### src/rtl/pipelined_control_unit_if.sv
// rtl/pipelined_control_unit_if.sv - D-stage decode inputs and E/M/W control bundle outputs
// Purpose: groups the instruction fields, hazard controls and the pipelined
//          control outputs of pipelined_control_unit into one bundle.
// Signals:
//   Op, funct7, funct3   D-stage instruction fields
//   StallD, FlushE       hazard unit requests
//   ImmSrcD, IllegalD    combinational decode results
//   *E, *M, *W           registered control per pipeline stage
//   StallMD              EX held by a multi-cycle MUL/DIV
// Modports: master drives instruction/hazard inputs, slave is the control unit.
interface pipelined_control_unit_if;
    logic [6:0] Op;
    logic [6:0] funct7;
    logic [2:0] funct3;
    logic       StallD;
    logic       FlushE;
    logic [2:0] ImmSrcD;
    logic       IllegalD;
    logic       RegWriteE;
    logic       MemWriteE;
    logic       BranchE;
    logic       JumpE;
    logic       ALUSrcE;
    logic       MulDivE;
    logic [1:0] ResultSrcE;
    logic [3:0] ALU_CtrlE;
    logic [2:0] Funct3E;
    logic       RegWriteM;
    logic       MemWriteM;
    logic [1:0] ResultSrcM;
    logic       RegWriteW;
    logic [1:0] ResultSrcW;
    logic       StallMD;

    modport master (
        output Op, funct7, funct3, StallD, FlushE,
        input  ImmSrcD, IllegalD, RegWriteE, MemWriteE, BranchE, JumpE, ALUSrcE,
               MulDivE, ResultSrcE, ALU_CtrlE, Funct3E, RegWriteM, MemWriteM,
               ResultSrcM, RegWriteW, ResultSrcW, StallMD
    );

    modport slave (
        input  Op, funct7, funct3, StallD, FlushE,
        output ImmSrcD, IllegalD, RegWriteE, MemWriteE, BranchE, JumpE, ALUSrcE,
               MulDivE, ResultSrcE, ALU_CtrlE, Funct3E, RegWriteM, MemWriteM,
               ResultSrcM, RegWriteW, ResultSrcW, StallMD
    );
endinterface

### src/rtl/pipelined_control_unit.sv
// rtl/pipelined_control_unit.sv - RV32I(M) control decode with ID/EX, EX/MEM, MEM/WB control registers
// Purpose: decodes D-stage fields into a control bundle, pipelines it through
//          E/M/W, and holds EX for MD_LATENCY cycles on MUL/DIV.
// Ports:
//   clk  rising-edge clock
//   rst  asynchronous active-low reset
//   bus  pipelined_control_unit_if.slave (decode inputs, stage controls, StallMD)
module pipelined_control_unit #(
    parameter bit ENABLE_M   = 1'b1,
    parameter int MD_LATENCY = 4
) (
    input  logic                      clk,
    input  logic                      rst,
    pipelined_control_unit_if.slave   bus
);
    localparam logic [6:0] OP_R      = 7'b0110011;
    localparam logic [6:0] OP_I      = 7'b0010011;
    localparam logic [6:0] OP_LOAD   = 7'b0000011;
    localparam logic [6:0] OP_STORE  = 7'b0100011;
    localparam logic [6:0] OP_BRANCH = 7'b1100011;
    localparam logic [6:0] OP_JAL    = 7'b1101111;
    localparam logic [6:0] OP_JALR   = 7'b1100111;
    localparam logic [6:0] OP_LUI    = 7'b0110111;
    localparam logic [6:0] OP_AUIPC  = 7'b0010111;

    // Last BUSY count value; EX is released on the cycle the counter reaches it.
    localparam logic [3:0] LP_LAST  = 4'(MD_LATENCY - 1);
    localparam bit         LP_MULTI = (MD_LATENCY > 1);

    typedef struct packed {
        logic       rw;
        logic       mw;
        logic       br;
        logic       j;
        logic       asrc;
        logic       md;
        logic [1:0] rs;
        logic [3:0] alu;
        logic [2:0] f3;
    } ctrl_t;

    typedef enum logic {S_IDLE, S_BUSY} md_state_t;

    ctrl_t      w_dec;
    logic [2:0] w_imm;
    logic       w_ill;
    logic [3:0] w_alu;
    logic       w_is_r;

    ctrl_t      r_e;
    logic       r_m_rw;
    logic       r_m_mw;
    logic [1:0] r_m_rs;
    logic       r_w_rw;
    logic [1:0] r_w_rs;

    md_state_t  r_state;
    md_state_t  w_state_next;
    logic [3:0] r_cnt;
    logic [3:0] w_cnt_next;
    logic       w_stall;

    assign w_is_r = (bus.Op == OP_R);

    // funct3 -> ALU op; sub only for R-type, sra for both R and I shifts.
    always_comb begin
        w_alu = 4'b0000;
        case (bus.funct3)
            3'b000: w_alu = (w_is_r && bus.funct7[5]) ? 4'b0001 : 4'b0000;
            3'b001: w_alu = 4'b0111;
            3'b010: w_alu = 4'b0101;
            3'b011: w_alu = 4'b0110;
            3'b100: w_alu = 4'b0100;
            3'b101: w_alu = bus.funct7[5] ? 4'b1001 : 4'b1000;
            3'b110: w_alu = 4'b0011;
            3'b111: w_alu = 4'b0010;
            default: w_alu = 4'b0000;
        endcase
    end

    always_comb begin
        w_dec = '0;
        w_imm = 3'b000;
        w_ill = 1'b0;
        case (bus.Op)
            OP_R: begin
                if (bus.funct7 == 7'b0000000 ||
                    (bus.funct7 == 7'b0100000 && (bus.funct3 == 3'b000 || bus.funct3 == 3'b101))) begin
                    w_dec.rw  = 1'b1;
                    w_dec.alu = w_alu;
                end else if (ENABLE_M && bus.funct7 == 7'b0000001) begin
                    w_dec.rw = 1'b1;
                    w_dec.md = 1'b1;
                end else begin
                    w_ill = 1'b1;
                end
            end
            OP_I: begin
                w_dec.rw   = 1'b1;
                w_dec.asrc = 1'b1;
                w_dec.alu  = w_alu;
            end
            OP_LOAD: begin
                w_dec.rw   = 1'b1;
                w_dec.asrc = 1'b1;
                w_dec.rs   = 2'b01;
            end
            OP_STORE: begin
                w_dec.mw   = 1'b1;
                w_dec.asrc = 1'b1;
                w_imm      = 3'b001;
            end
            OP_BRANCH: begin
                w_dec.br  = 1'b1;
                w_dec.alu = 4'b0001;
                w_imm     = 3'b010;
            end
            OP_JAL: begin
                w_dec.j  = 1'b1;
                w_dec.rw = 1'b1;
                w_dec.rs = 2'b10;
                w_imm    = 3'b011;
            end
            OP_JALR: begin
                w_dec.j    = 1'b1;
                w_dec.rw   = 1'b1;
                w_dec.rs   = 2'b10;
                w_dec.asrc = 1'b1;
            end
            OP_LUI: begin
                w_dec.rw  = 1'b1;
                w_dec.alu = 4'b1010;
                w_imm     = 3'b100;
            end
            OP_AUIPC: begin
                w_dec.rw   = 1'b1;
                w_dec.asrc = 1'b1;
                w_imm      = 3'b100;
            end
            default: w_ill = 1'b1;
        endcase
        if (!w_ill) begin
            w_dec.f3 = bus.funct3;
        end
    end

    // MUL/DIV occupancy: the IDLE cycle counts as the first EX cycle.
    always_comb begin
        w_state_next = r_state;
        w_cnt_next   = r_cnt;
        w_stall      = 1'b0;
        case (r_state)
            S_IDLE: begin
                if (r_e.md && LP_MULTI) begin
                    w_stall      = 1'b1;
                    w_state_next = S_BUSY;
                    w_cnt_next   = 4'd1;
                end
            end
            S_BUSY: begin
                if (r_cnt == LP_LAST) begin
                    w_state_next = S_IDLE;
                    w_cnt_next   = 4'd0;
                end else begin
                    w_stall    = 1'b1;
                    w_cnt_next = r_cnt + 4'd1;
                end
            end
        endcase
    end

    always_ff @(posedge clk or negedge rst) begin
        if (!rst) begin
            r_state <= S_IDLE;
            r_cnt   <= 4'd0;
            r_e     <= '0;
            r_m_rw  <= 1'b0;
            r_m_mw  <= 1'b0;
            r_m_rs  <= 2'b00;
            r_w_rw  <= 1'b0;
            r_w_rs  <= 2'b00;
        end else begin
            r_state <= w_state_next;
            r_cnt   <= w_cnt_next;
            // A held MUL/DIV owns EX; hazard requests are ignored until it leaves.
            if (!w_stall) begin
                r_e <= (bus.FlushE || bus.StallD) ? '0 : w_dec;
            end
            r_m_rw <= w_stall ? 1'b0  : r_e.rw;
            r_m_mw <= w_stall ? 1'b0  : r_e.mw;
            r_m_rs <= w_stall ? 2'b00 : r_e.rs;
            r_w_rw <= r_m_rw;
            r_w_rs <= r_m_rs;
        end
    end

    assign bus.ImmSrcD    = w_imm;
    assign bus.IllegalD   = w_ill;
    assign bus.StallMD    = w_stall;
    assign bus.RegWriteE  = r_e.rw;
    assign bus.MemWriteE  = r_e.mw;
    assign bus.BranchE    = r_e.br;
    assign bus.JumpE      = r_e.j;
    assign bus.ALUSrcE    = r_e.asrc;
    assign bus.MulDivE    = r_e.md;
    assign bus.ResultSrcE = r_e.rs;
    assign bus.ALU_CtrlE  = r_e.alu;
    assign bus.Funct3E    = r_e.f3;
    assign bus.RegWriteM  = r_m_rw;
    assign bus.MemWriteM  = r_m_mw;
    assign bus.ResultSrcM = r_m_rs;
    assign bus.RegWriteW  = r_w_rw;
    assign bus.ResultSrcW = r_w_rs;
endmodule

### src/flat_wrapper.sv
// flat-port wrapper written by rule: the top's interface ports become plain ports
module pipelined_control_unit_flat 
#(
    parameter bit ENABLE_M   = 1'b1,
    parameter int MD_LATENCY = 4
)
  (clk, rst, bus_Op, bus_funct7, bus_funct3, bus_StallD, bus_FlushE, bus_ImmSrcD, bus_IllegalD, bus_RegWriteE, bus_MemWriteE, bus_BranchE, bus_JumpE, bus_ALUSrcE, bus_MulDivE, bus_ResultSrcE, bus_ALU_CtrlE, bus_Funct3E, bus_RegWriteM, bus_MemWriteM, bus_ResultSrcM, bus_RegWriteW, bus_ResultSrcW, bus_StallMD);
  pipelined_control_unit_if bus_i ();
  input  logic clk;
  input  logic rst;
  input wire logic [$bits(bus_i.Op)-1:0] bus_Op;
  input wire logic [$bits(bus_i.funct7)-1:0] bus_funct7;
  input wire logic [$bits(bus_i.funct3)-1:0] bus_funct3;
  input wire logic [$bits(bus_i.StallD)-1:0] bus_StallD;
  input wire logic [$bits(bus_i.FlushE)-1:0] bus_FlushE;
  output wire logic [$bits(bus_i.ImmSrcD)-1:0] bus_ImmSrcD;
  output wire logic [$bits(bus_i.IllegalD)-1:0] bus_IllegalD;
  output wire logic [$bits(bus_i.RegWriteE)-1:0] bus_RegWriteE;
  output wire logic [$bits(bus_i.MemWriteE)-1:0] bus_MemWriteE;
  output wire logic [$bits(bus_i.BranchE)-1:0] bus_BranchE;
  output wire logic [$bits(bus_i.JumpE)-1:0] bus_JumpE;
  output wire logic [$bits(bus_i.ALUSrcE)-1:0] bus_ALUSrcE;
  output wire logic [$bits(bus_i.MulDivE)-1:0] bus_MulDivE;
  output wire logic [$bits(bus_i.ResultSrcE)-1:0] bus_ResultSrcE;
  output wire logic [$bits(bus_i.ALU_CtrlE)-1:0] bus_ALU_CtrlE;
  output wire logic [$bits(bus_i.Funct3E)-1:0] bus_Funct3E;
  output wire logic [$bits(bus_i.RegWriteM)-1:0] bus_RegWriteM;
  output wire logic [$bits(bus_i.MemWriteM)-1:0] bus_MemWriteM;
  output wire logic [$bits(bus_i.ResultSrcM)-1:0] bus_ResultSrcM;
  output wire logic [$bits(bus_i.RegWriteW)-1:0] bus_RegWriteW;
  output wire logic [$bits(bus_i.ResultSrcW)-1:0] bus_ResultSrcW;
  output wire logic [$bits(bus_i.StallMD)-1:0] bus_StallMD;
  assign bus_i.Op = bus_Op;
  assign bus_i.funct7 = bus_funct7;
  assign bus_i.funct3 = bus_funct3;
  assign bus_i.StallD = bus_StallD;
  assign bus_i.FlushE = bus_FlushE;
  assign bus_ImmSrcD = bus_i.ImmSrcD;
  assign bus_IllegalD = bus_i.IllegalD;
  assign bus_RegWriteE = bus_i.RegWriteE;
  assign bus_MemWriteE = bus_i.MemWriteE;
  assign bus_BranchE = bus_i.BranchE;
  assign bus_JumpE = bus_i.JumpE;
  assign bus_ALUSrcE = bus_i.ALUSrcE;
  assign bus_MulDivE = bus_i.MulDivE;
  assign bus_ResultSrcE = bus_i.ResultSrcE;
  assign bus_ALU_CtrlE = bus_i.ALU_CtrlE;
  assign bus_Funct3E = bus_i.Funct3E;
  assign bus_RegWriteM = bus_i.RegWriteM;
  assign bus_MemWriteM = bus_i.MemWriteM;
  assign bus_ResultSrcM = bus_i.ResultSrcM;
  assign bus_RegWriteW = bus_i.RegWriteW;
  assign bus_ResultSrcW = bus_i.ResultSrcW;
  assign bus_StallMD = bus_i.StallMD;
  pipelined_control_unit #(.ENABLE_M(ENABLE_M), .MD_LATENCY(MD_LATENCY)) u_core (.clk(clk), .rst(rst), .bus(bus_i));
endmodule
### config.mk
export PLATFORM = sky130hd
export DESIGN_NAME = pipelined_control_unit_flat
export DESIGN_NICKNAME = d
export VERILOG_FILES = /design/src/rtl/pipelined_control_unit_if.sv /design/src/rtl/pipelined_control_unit.sv /design/src/flat_wrapper.sv
export SDC_FILE = /design/constraint.sdc
export NUM_CORES = 1
export LEC_CHECK = 0
export BUFFER_PORTS_ARGS = -buffer_cell sky130_fd_sc_hd__buf_2
export CAP_MARGIN = 40
export CORE_MARGIN = 5
export CORE_UTILIZATION = 35
export CTS_BUF_LIST = sky130_fd_sc_hd__clkbuf_2
export DETAILED_ROUTE_END_ITERATION = 8
export GPL_TIMING_DRIVEN = 0
export SKIP_LAST_GASP = 1
export SYNTH_ARGS = -nofsm -noshare
export SYNTH_HDL_FRONTEND = slang
export SYNTH_SLANG_ARGS = --single-unit
### constraint.sdc
create_clock -name clk -period 1.74 [get_ports clk]
set_clock_uncertainty 0.1 [all_clocks]
set_input_delay 0.261 -clock clk [delete_from_list [all_inputs] [get_ports clk]]
set_output_delay 0.261 -clock clk [all_outputs]
set_load 0.005 [all_outputs]
==> out/metrics.yaml <==
cells_and_area:
  fillers: 370
  fin_nets: 223
  syn_to_final_growth_pct: 41.8
  drive_gt1_share_pct: 47.5
  num_antenna_cells: 0
  fin_area_mm2: 0.00196
  fin_cells: 248
detailed_routing:
  wirelength_um: 3770
  route.top_layer_used: "met4"
  drt_iter0_drc: 62
  via_count: 1306
  firstDrtPassIters: 4
  dr_wl_met2_um: 2000
  antenna_left: 0
  avgRoutedWirePerCell_um: 15.2
  viasPerCell: 5.27
  route.met3.wl_um: 257
  drt-met1-wl_um: 1480
  drc: 0
min_path:
  hold_path_class: "in -> reg"
  min_path_cells: 2
pwr:
  p_sw_mw: 0.289
  leakage_nw: 1.02
  ir_drop_v: 0.000207
  totalPowerFinal_mw: 1.08
  internal-power_mw: 0.791
  pwr-share-comb_pct: 18.4
  p_seq_share_pct: 59.9
  p_per_area_mw_per_mm2: 553
  switching_share_pct: 26.8
  p_clk_share_pct: 21.7
critical_path:
  setup.worst_path.start_class: "input port"
  critPathMaxFanout: 2
  crit_path_end_kind: "output port"
  rr_worst_depth: 7
  cp.required_ns: 1.38
  critPathKind: "in -> out"
  worst_ep_arrival_time_ns: 1.58
grt:
  grt_pass1_wl_um: 6000
  first_global_vias: 1306
  antenna_found_initial: 0
  overflow: 0
  track_usage_pct: 14.5
  grt_max_degree: 28
synth:
  syn_area_mm2: 0.00138
  yosysWarningCount: 0
  synth_edf_count: 0
  synth_area_per_cell_um2: 10.4
  synth_top_flop_cell: "dfrtp_1"
  yosys_register_bits: 27
  synth_area_leaders: "dfrtp_1 (49%), nand2_1 (4.1%), nor2b_1 (4.1%), a32o_1 (2.9%), a22o_1 (2.5%)"
  netlist_instances: 133
  synth_top_area_share_pct: 49.0
  synthArstFlopShare_pct: 100
  synth_nets: 155
  synth_cell_type_count: 44
  ys_seq_area_share_pct: 49.0
  synth_area_leader_cell: "dfrtp_1"
cts:
  cts_num_sinks: 27
  worst_skew_pair.late_latency_ns: 0.34
  htreeDepth: 1
  cts_tree: "built"
  cts_root_buffer: "clkbuf_2"
  numCtsBuffers: 3
  clk_pin_slew_ns: 0.23
  cts_buffer_depth: 2
floorplan:
  core_mm2: 0.00374
  die_area_mm2: 0.00529
  start_util_pct: 36.8
  num_io_pins: 48
  rows: 22
  die_x_um: 72.8
  die_h_um: 72.8
timing:
  slew_viol_final: 0
  clock.fmax_ghz: 0.516
  hold_viol_final: 0
  max_slew_margin_pct: 60.3
  setup_tns_ns: -0.940
  worst_slew_pin_slew_ns: 0.596
  setup_violations: 11
  fin_crit_ns: 1.94
  rsz0062_at_grt: "true"
  min_period_over_period_pct: 111
  timing.final.ws_setup_ns: -0.198
placement:
  portBuffers: 46
  hpwl_um: 2660
  place_inst: 227
  postPlaceCellArea_mm2: 0.00167
  place_congestion: 0.916
status:
  violations: "setup timing"
  status: "finished, violations left"
run:
  drv_cap: 0
[cell usage in the layout (no fill, tap or decap), types with 2 or more instances in the layout]
cell type  count
and3b_1        2
dfrtp_1       27
o31ai_1        2
a22o_1         4
nand2_1       14
a32o_1         4
a221o_1        2
o21ai_0        7
xnor2_1        2
buf_6          7
nand3_1        7
and3_1         2
nor4b_4        2
buf_2         44
buf_4         15
nand2b_1       3
nor3_4         3
clkbuf_2       4
nor2_1         5
inv_1          3
nor2b_1        9
nor2_2         3
[state kept, by name, summed over array words and instances (netlist names)]
register               flops
u_core.bus.ALU_CtrlE       4
u_core.r_cnt               4
u_core.bus.Funct3E         3
u_core.bus.ResultSrcE      2
u_core.bus.ResultSrcM      2
u_core.bus.ResultSrcW      2
u_core.bus.ALUSrcE         1
u_core.bus.BranchE         1
u_core.bus.JumpE           1
u_core.bus.MemWriteE       1
u_core.bus.MemWriteM       1
u_core.bus.MulDivE         1
u_core.bus.RegWriteE       1
u_core.bus.RegWriteM       1
u_core.bus.RegWriteW       1
u_core.r_state             1
[layer usage]
metal	vias up	track usage [%]
li1	625	-
met1	623	17.4
met3	4	2.20
met4	0	6.56
met2	54	25.5
met5	-	0
[power by group through the flow]
stage	Sequential [mW]	Combinational (mW)	Clock, mW
final	0.648	0.199	0.234
after global routing	0.649	0.217	0.266
after CTS	0.647	0.182	0.244
after detailed placement	0.662	0.139	0
after global placement	0.661	0.134	0
after floorplan	0.660	0.0706	0
[layout make-up]
class / count / area [um2] / area share (%)
repair buffers: 63 / 390 / 20.0
clock buffers: 4 / 20.0 / 1.02
multi-input cells: 97 / 749 / 38.3
plain buffers: 5 / 45.0 / 2.30
well taps: 48 / 60.1 / 3.07
flip-flops and latches: 27 / 676 / 34.5
inverters: 4 / 15.0 / 0.768
[repair_timing]
| item | 4_1_cts | 5_1_grt |
|---|---|---|
| pin swaps | 8 | 10 |
| endpoints found under the hold margin | 27 | 0 |
| buffers inserted | 11 | 5 |
| gates resized for setup | 23 | 6 |
| hold buffers | 1 | 0 |
| setup endpoints to repair | 23 | 15 |
[cell usage after synthesis, types with 3 or more instances]
cell type and n:
nor2b_1 9, o21ai_0 7, dfrtp_1 27, a22o_1 4
nor2_1 9, nand2_1 15, nand2b_1 3, inv_1 4
nor3_1 3, a32o_1 4, nand3_1 7
[critical path, cell delays in order]
cell	delay [ns]
buf_6	0.09
or4_4	0.56
nor4b_4	0.27
a32oi_2	0.13
nand3b_4	0.12
inv_2	0.04
buf_6	0.10
[kinds of logic after synthesis]
kind of cell    count (synthesis)  share of synthesized area [%]
compound gates                 32                           17.7
mux                             1                          0.817
simple gates                   60                           26.5
buf+inv                         9                           3.18
flops                          27                           49.0
fa+ha+maj                       1                          0.907
xor+xnor                        3                           1.91
[stage by stage]
stage	worst slack (ns)	utilization [%]	hold slack (ns)
6_report	-0.198	52.2	0.0885
5_1_grt	-0.254	52.2	0.0699
4_1_cts	-0.245	50.4	0.0502
3_5_place_dp	-0.360	44.7	0.196
3_3_place_gp	-0.361	44.7	0.190
2_1_floorplan	0.0203	-	-0.135
[worst paths after layout]
check / start / end / slack, ns
max: bus_funct7[6] / bus_IllegalD / -0.20
min: bus_Op[4] / u_core.bus.ResultSrcE[0] / 0.09
max reg2reg: u_core.r_cnt[1] / u_core.bus.ALU_CtrlE[1] / -0.13
min reg2reg: u_core.bus.RegWriteM / u_core.bus.RegWriteW / 0.30
max in group asynchronous: rst / u_core.bus.Funct3E[0] / 0.84
min in group asynchronous: rst / u_core.bus.MulDivE / 0.31
Power figures use the tool's default switching activity.
